File: src/rtl/tick_gen_multi_pkg.sv
// tick_gen_multi shared package: clock ratio constants
// and the per-channel tick mode.
package tick_gen_multi_pkg;

  localparam int unsigned SYS_FREQ  = 12_000_000;
  localparam int unsigned PROG_FREQ = 1_000;

  typedef enum logic {
    PERIODIC = 1'b0,
    ONESHOT  = 1'b1
  } TickMode;

endpackage

File: src/rtl/tick_channel.sv
// One tick channel: divisor, mode, counter, one-shot state.
// Phase register exists only with TICK_GEN_PHASE_EN.
module tick_channel
  import tick_gen_multi_pkg::*;
#(
  parameter int               CNT_W       = 24,
  parameter logic [CNT_W-1:0] DEFAULT_DIV = 1
) (
  input  logic             clk_i,
  input  logic             rst_ni,
  input  logic             en_i,
  input  logic             restart_i,
  input  logic             we_i,
  input  logic [CNT_W-1:0] div_i,
  input  TickMode          mode_i,
  input  logic [CNT_W-1:0] phase_i,
  output logic             tick_o,
  output logic             busy_o
);

  localparam logic [CNT_W-1:0] ONE = 1;

  logic [CNT_W-1:0] div_q, div_d;
  logic [CNT_W-1:0] cnt_q, cnt_d;
  logic [CNT_W-1:0] wdiv, ld_phase;
  TickMode          mode_q, mode_d;
  logic             done_q, done_d;
  logic             tick_q, tick_d;
  logic             busy_q, busy_d;

  assign wdiv = (div_i == '0) ? ONE : div_i;

`ifdef TICK_GEN_PHASE_EN
  logic [CNT_W-1:0] phase_q;
  logic [CNT_W-1:0] wphase;

  // Clamp once at write time; div only changes on a write.
  assign wphase   = (phase_i >= wdiv) ? '0 : phase_i;
  assign ld_phase = we_i ? wphase : phase_q;

  always_ff @(posedge clk_i or negedge rst_ni) begin
    if (!rst_ni) begin
      phase_q <= '0;
    end else if (we_i) begin
      phase_q <= wphase;
    end
  end
`else
  logic unused_phase;
  assign unused_phase = ^phase_i;
  assign ld_phase     = '0;
`endif

  always_comb begin
    div_d  = div_q;
    mode_d = mode_q;
    cnt_d  = cnt_q;
    done_d = done_q;
    tick_d = 1'b0;
    if (we_i) begin
      div_d  = wdiv;
      mode_d = mode_i;
    end
    if (we_i || restart_i || !en_i) begin
      cnt_d  = ld_phase;
      done_d = 1'b0;
    end else if (!done_q) begin
      if (cnt_q == div_q - ONE) begin
        cnt_d  = '0;
        tick_d = 1'b1;
        done_d = (mode_q == ONESHOT);
      end else begin
        cnt_d = cnt_q + ONE;
      end
    end
    busy_d = (mode_d == ONESHOT) && en_i && !done_d;
  end

  always_ff @(posedge clk_i or negedge rst_ni) begin
    if (!rst_ni) begin
      div_q  <= DEFAULT_DIV;
      mode_q <= PERIODIC;
      cnt_q  <= '0;
      done_q <= 1'b0;
      tick_q <= 1'b0;
      busy_q <= 1'b0;
    end else begin
      div_q  <= div_d;
      mode_q <= mode_d;
      cnt_q  <= cnt_d;
      done_q <= done_d;
      tick_q <= tick_d;
      busy_q <= busy_d;
    end
  end

  assign tick_o = tick_q;
  assign busy_o = busy_q;

endmodule

File: src/rtl/tick_gen_multi.sv
// Multi-channel programmable tick generator top.
// Optional phase feature: define TICK_GEN_PHASE_EN.
module tick_gen_multi
  import tick_gen_multi_pkg::*;
#(
  parameter int               N_CH        = 4,
  parameter int               CNT_W       = 24,
  parameter logic [CNT_W-1:0] DEFAULT_DIV =
    CNT_W'(SYS_FREQ / PROG_FREQ),
  localparam int              CH_W        =
    (N_CH > 1) ? $clog2(N_CH) : 1
) (
  input  logic             clk,
  input  logic             sys_rst_n,
  input  logic [N_CH-1:0]  ch_en,
  input  logic             sync_restart,
  input  logic             cfg_we,
  input  logic [CH_W-1:0]  cfg_ch,
  input  logic [CNT_W-1:0] cfg_div,
  input  logic             cfg_mode,
  input  logic [CNT_W-1:0] cfg_phase,
  output logic [N_CH-1:0]  tick,
  output logic [N_CH-1:0]  busy
);

  TickMode mode_w;
  assign mode_w = TickMode'(cfg_mode);

  for (genvar i = 0; i < N_CH; i++) begin : g_ch
    logic we;
    // Out-of-range indices match no channel and are dropped.
    assign we = cfg_we && (cfg_ch == CH_W'(i));

    tick_channel #(
      .CNT_W       (CNT_W),
      .DEFAULT_DIV (DEFAULT_DIV)
    ) u_ch (
      .clk_i     (clk),
      .rst_ni    (sys_rst_n),
      .en_i      (ch_en[i]),
      .restart_i (sync_restart),
      .we_i      (we),
      .div_i     (cfg_div),
      .mode_i    (mode_w),
      .phase_i   (cfg_phase),
      .tick_o    (tick[i]),
      .busy_o    (busy[i])
    );
  end

endmodule
File: config.mk
export PLATFORM = sky130hd
export DESIGN_NAME = tick_gen_multi
export DESIGN_NICKNAME = d
export VERILOG_FILES = /design/src/rtl/tick_gen_multi_pkg.sv /design/src/rtl/tick_channel.sv /design/src/rtl/tick_gen_multi.sv
export SDC_FILE = /design/constraint.sdc
export NUM_CORES = 1
export LEC_CHECK = 0
export ABC_AREA = 1
export ABC_CLOCK_PERIOD_IN_PS = 2700
export CAP_MARGIN = 10
export CORE_UTILIZATION = 63
export DETAILED_ROUTE_END_ITERATION = 12
export PLACE_DENSITY = 0.86
export SLEW_MARGIN = 20
export SYNTH_ARGS = -nofsm -noshare
export SYNTH_HDL_FRONTEND = slang
export SYNTH_SLANG_ARGS = --single-unit
File: constraint.sdc
create_clock -name clk -period 2.7 [get_ports clk]
set_input_delay 0.27 -clock clk [delete_from_list [all_inputs] [get_ports clk]]
set_output_delay 0.27 -clock clk [all_outputs]
set_load 0.05 [all_outputs]
# --- Word-level counts from Yosys, hierarchy flattened ---
# Cells that the tools add are included.
totals:
  reg_bits: 208
  in_bits: 59
  out_inout_bits: 8
classes:
  n_addsub: 8
  n_eq_ne: 11
  mux: 41
  reduce_logical: 30
ops:
  columns: ["op", "n"]
  rows:
  - ["$mux W24", 13]
  - ["$add A24 B1 Y24 const B", 4]
  - ["$eq A24 B24 Y1", 4]
  - ["$sub A24 B1 Y24 const B", 4]
  - ["$mux W1", 28]
  - ["$logic_not A24 Y1", 1]
  - ["$logic_and A1 B1 Y1", 12]
  - ["$logic_not A1 Y1", 8]
  - ["$logic_or A1 B1 Y1", 8]
  - ["$ne A2 B2 Y1 const B", 4]
  - ["$eq A2 B2 Y1 const B", 2]
  - ["$eq A2 B1 Y1 const B", 1]
  - ["$logic_not A2 Y1", 1]

# --- Logic depth before layout (Yosys ltp) ---
depth:
  ltp_word: 7
  depth_mapped: 16
  depth_no_buf: 16

# --- By module ---
# A second synthesis with hierarchy kept.
hier_totals:
  hier_cells: 2212
  area_unflattened_um2: 15790.1
by_module_without_submodules:
  columns: ["module", "instances", "cells_each", "area_each_um2"]
  rows:
  - ["tick_channel", 4, 551, 3940.0]
  - ["tick_gen_multi", 1, 8, 30.0]

# --- Worst setup path after synthesis ---
# OpenSTA, ideal clock, no wires.
synth_timing:
  path_kind: "register to register"
  from: "reg g_ch[3].u_ch.div_q[0]"
  to: "reg g_ch[3].u_ch.cnt_q[19]"
  arrival_ns: 1.918
  path_slack_ns: 0.660
  path_stages_with_launch: 16
  n_path_buf: 2
  cell_sequence: "dfrtp_1 -> inv_1 -> ha_1 -> nand2_4 -> nor2_4 -> buf_6 -> nand3_2 -> nand2_2 -> nand2_1 -> nor2_2 -> nand2_1 -> nor2_4 -> nand3_4 -> nand2_4 -> buf_12 -> o21ai_2"
synth_via:
  elab_chain_len: 5
synth_lines:
  columns: ["element", "line", "rtl"]
  rows:
  - ["from (decl)", "tick_channel.sv:23", "logic [CNT_W-1:0] div_q, div_d;"]
  - ["from (signal assigned)", "tick_channel.sv:88", "div_q <= div_d;"]
  - ["$sub A24 B1 Y24", "tick_channel.sv:68", "if (cnt_q == div_q - ONE) begin"]
  - ["$eq A24 B24 Y1", "tick_channel.sv:68", null]
  - ["$mux W24", "tick_channel.sv:68", null]
  - ["$mux W24", "tick_channel.sv:67", "end else if (!done_q) begin"]
  - ["$mux W24", "tick_channel.sv:64", "if (we_i || restart_i || !en_i) begin"]
  - ["to (signal assigned)", "tick_channel.sv:90", "cnt_q <= cnt_d;"]
  - ["to (decl)", "tick_channel.sv:24", "logic [CNT_W-1:0] cnt_q, cnt_d;"]
# No other way between the ends. The select of a mux whose other input is x is not followed.
# A chain may end at the register's enable or synchronous reset.

# --- Final worst setup path ---
layout_timing:
  from: "reg g_ch[2].u_ch.div_q[0]"
  to: "reg g_ch[2].u_ch.cnt_q[23]"
layout_via:
  elab_chain_len: 5
layout_lines:
  columns: ["element", "line"]
  rows:
  - ["from (decl)", "tick_channel.sv:23"]
  - ["from (signal assigned)", "tick_channel.sv:88"]
  - ["$sub A24 B1 Y24", "tick_channel.sv:68"]
  - ["$eq A24 B24 Y1", "tick_channel.sv:68"]
  - ["$mux W24", "tick_channel.sv:68"]
  - ["$mux W24", "tick_channel.sv:67"]
  - ["$mux W24", "tick_channel.sv:64"]
  - ["to (signal assigned)", "tick_channel.sv:90"]
  - ["to (decl)", "tick_channel.sv:24"]
# No other way between the ends. The select of a mux whose other input is x is not followed.

==> flow_summary.json <==
{
  "outcome": "complete, no violations",
  "fin_util_pct": 70.93,
  "place.port_buffers": 42,
  "synth_seq_area_share_pct": 32.90,
  "cts_buffers": 25,
  "post_cts_buffers": 0,
  "coreArea_um2": 24530,
  "clkLatencyLatePin_ps": 530,
  "netlist_instances": 2391,
  "dr.pass1.iters": 6,
  "fillers": 2085,
  "drt_iter0_markers": 1566,
  "finalSetupTns_ps": 0,
  "die_height_um": 161.0,
  "relSlewSlack_pct": 45.14,
  "fin_crit_sh_pct": 92.09,
  "ys_ff_latch": 208,
  "synth.avg_cell_area_um2": 6.662,
  "power.density_nw_per_um2": 557.8,
  "crit_chain": "inv_1 > ha_1 > nand2_4 > nor2_8 > nand2_2 > nand2_1 > nand2_1 > nor2_1 > nand3_1 > nor2_2 > nand3_4 > nand3b_1 > nand2_1",
  "syn-num-nets": 2458,
  "grt_pass1_wl_um": 71150,
  "ir_drop_v": 0.0005894,
  "gp_congestion": 0.9490,
  "overflow": 0,
  "cp-end-kind": "register",
  "netlist_area_um2": 15930,
  "timing.final.max_slew_violations": 0,
  "post-dp-hpwl_um": 32960,
  "wl_per_cell_um": 15.66,
  "cp.required_ps": 3110,
  "worst_slew_pin_slew_ps": 819.8,
  "crit_slowest_cell": "dfrtp_1",
  "ant_nets": 0,
  "track_usage_pct": 33.76,
  "syn2layout_area_growth_pct": 9.245,
  "start_util_pct": 64.93,
  "final_area_um2": 17400,
  "first_global_vias": 14539,
  "slowest_delay_ps": 420,
  "drc_errors": 0,
  "skew_ps": 14.04,
  "vias": 15430,
  "seqCellArea_um2": 5240,
  "min_from": "ch_en[0]",
  "drive_above_1_share_pct": 9.050,
  "rsz0062_at_grt": "false",
  "max_freq_mhz": 402.2,
  "critPathLaunchType": "register",
  "grt_max_degree": 89,
  "multiInputGateArea_um2": 9181,
  "layout.nets": 2480,
  "hold_violations": 0,
  "clockRootBuffer": "clkbuf_16",
  "holdWs_ps": 295.7,
  "crit_path_start": "g_ch[2].u_ch.div_q[0]",
  "antenna_found_initial": 0,
  "die_w_um": 161.0,
  "maxCapViolations": 0,
  "clk_pin_slew_ps": 60,
  "cts_buffer_depth": 3,
  "cts_sinks": 208,
  "dieArea_um2": 25920,
  "r2r_start": "g_ch[2].u_ch.div_q[0]",
  "tritoncts": "done",
  "critPathKind": "reg -> reg",
  "hp-class": "in -> reg",
  "wirelength_um": 43150,
  "vias_per_cell": 5.601,
  "rows": 57,
  "power_leakage_uw": 0.008623,
  "htree_levels": 1,
  "num_antenna_cells": 0,
  "worst_ep_arrival_time_ps": 2900,
  "crit_top_cell": "nand2_1",
  "cp_max_fo": 23,
  "period_minus_slack_ps": 2486,
  "synth_cell_types": 50,
  "placed_cell_area_um2": 16580,
  "setup_viol": 0,
  "yosys_warnings": 0,
  "p_total_uw": 9706,
  "ios": 67
}
metal layers:
metal / global-route usage, % / up-vias / wire, um
li1: - / 7564 / -
met1: 45.59 / 7228 / 18540
met2: 56.33 / 562 / 20400
met3: 4.725 / 76 / 3052
met4: 10.12 / 0 / 1159
met5: 0 / - / 0
critical path: cells and delay by family (launching register included):
kind / cells / cell delay [ps]
buf+inv: 1 / 100
fa+ha+maj: 1 / 260
flops: 1 / 420
simple gates: 11 / 1560
cells in the mapped netlist (all sizes together):
master	instances	share of area (%)
nand2	791	19
nor3	37	1.4
dfstp	28	4.6
nand4	70	2.7
buf	26	1.5
xor3	1	0.15
and3	1	0.039
dfrtp	180	28
nand3b	36	1.8
o21bai	4	0.21
a41o	1	0.063
o21ai	156	5.1
o22ai	1	0.039
nor2	322	9.1
and2	4	0.16
ha	8	0.63
clkbuf	53	1.3
o31ai	1	0.047
clkinv	2	0.047
o211a	1	0.063
a22oi	1	0.047
a21oi	16	0.55
xor2	102	5.7
a21o	1	0.047
nor4	9	0.35
xnor3	2	0.28
nand3	196	6.8
xnor2	52	2.9
inv	286	6.7
or2	3	0.12
report_power, final:
part	leakage [uW]	internal, uW	switching, uW
logic	0.00554	887	1710
clock network	0.000388	1990	1320
registers	0.00269	3430	369
layout make-up:
class | count | area share, %
Clock buffer | 42 | 4.364
Tap cell | 324 | 2.330
Clock inverter | 3 | 0.2445
Sequential cell | 208 | 30.11
Multi-Input combinational cell | 1816 | 52.76
Inverter | 288 | 6.212
Timing Repair Buffer | 74 | 3.976
final timing paths:
path / endpoint / slack, ps / cells past startpoint
max: g_ch[2].u_ch.cnt_q[23] / 210 / 13
max in group asynchronous: g_ch[3].u_ch.busy_o / 1440 / 3
min in group asynchronous: g_ch[0].u_ch.cnt_q[6] / 340 / 2
max reg2reg: g_ch[2].u_ch.cnt_q[23] / 210 / 13
min: g_ch[0].u_ch.busy_o / 300 / 3
min reg2reg: g_ch[2].u_ch.div_q[23] / 500 / 2
sequential cells by signal (all words and copies together), names as in the netlist:
signal and count:
g_ch.u_ch.busy_o 4, g_ch.u_ch.cnt_q 96, g_ch.u_ch.mode_q 4, g_ch.u_ch.done_q 4, g_ch.u_ch.tick_o 4, g_ch.u_ch.div_q 96
cells in the final DEF, fill, tap and decap left out, types with 25 or more instances in the layout:
| master | netlist | layout |
|---|---|---|
| buf_4 | 10 | 29 |
| o21ai_0 | 146 | 146 |
| nor3_1 | 31 | 30 |
| nor2_2 | 32 | 33 |
| clkbuf_16 | 0 | 25 |
| nand3_1 | 178 | 178 |
| nor2_1 | 270 | 268 |
| nand3b_1 | 34 | 34 |
| xor2_1 | 99 | 99 |
| dfstp_2 | 28 | 28 |
| xnor2_1 | 52 | 52 |
| clkdlybuf4s50_1 | 0 | 41 |
| nand2_1 | 771 | 771 |
| dfrtp_1 | 180 | 180 |
| inv_1 | 281 | 281 |
| nand4_1 | 70 | 70 |
cells by family after synthesis:
logic type / Yosys count / share of synthesized area, %
AND/OR/NAND/NOR: 1469 / 41.67
buffers and inverters: 367 / 9.559
flip-flops: 208 / 32.90
AO/OA/AOI/OAI: 182 / 6.205
XOR/XNOR: 157 / 9.041
adder cells (fa/ha/maj): 8 / 0.6284
stage by stage:
stage                     cells  worst slack, ps
after CTS                  2755            212.7
after global routing       2755            3.428
after global placement     2709            281.2
final                      2755            213.6
after floorplan            2391            660.3
after detailed placement   2709            163.0
timing repair:
item / in CTS / in global routing
resized for setup: 0 / 3
hold buffers: 1 / 0
endpoints found under the setup margin: 0 / 23
endpoints found under the hold margin: 69 / 0
Power figures use the tool's default switching activity.
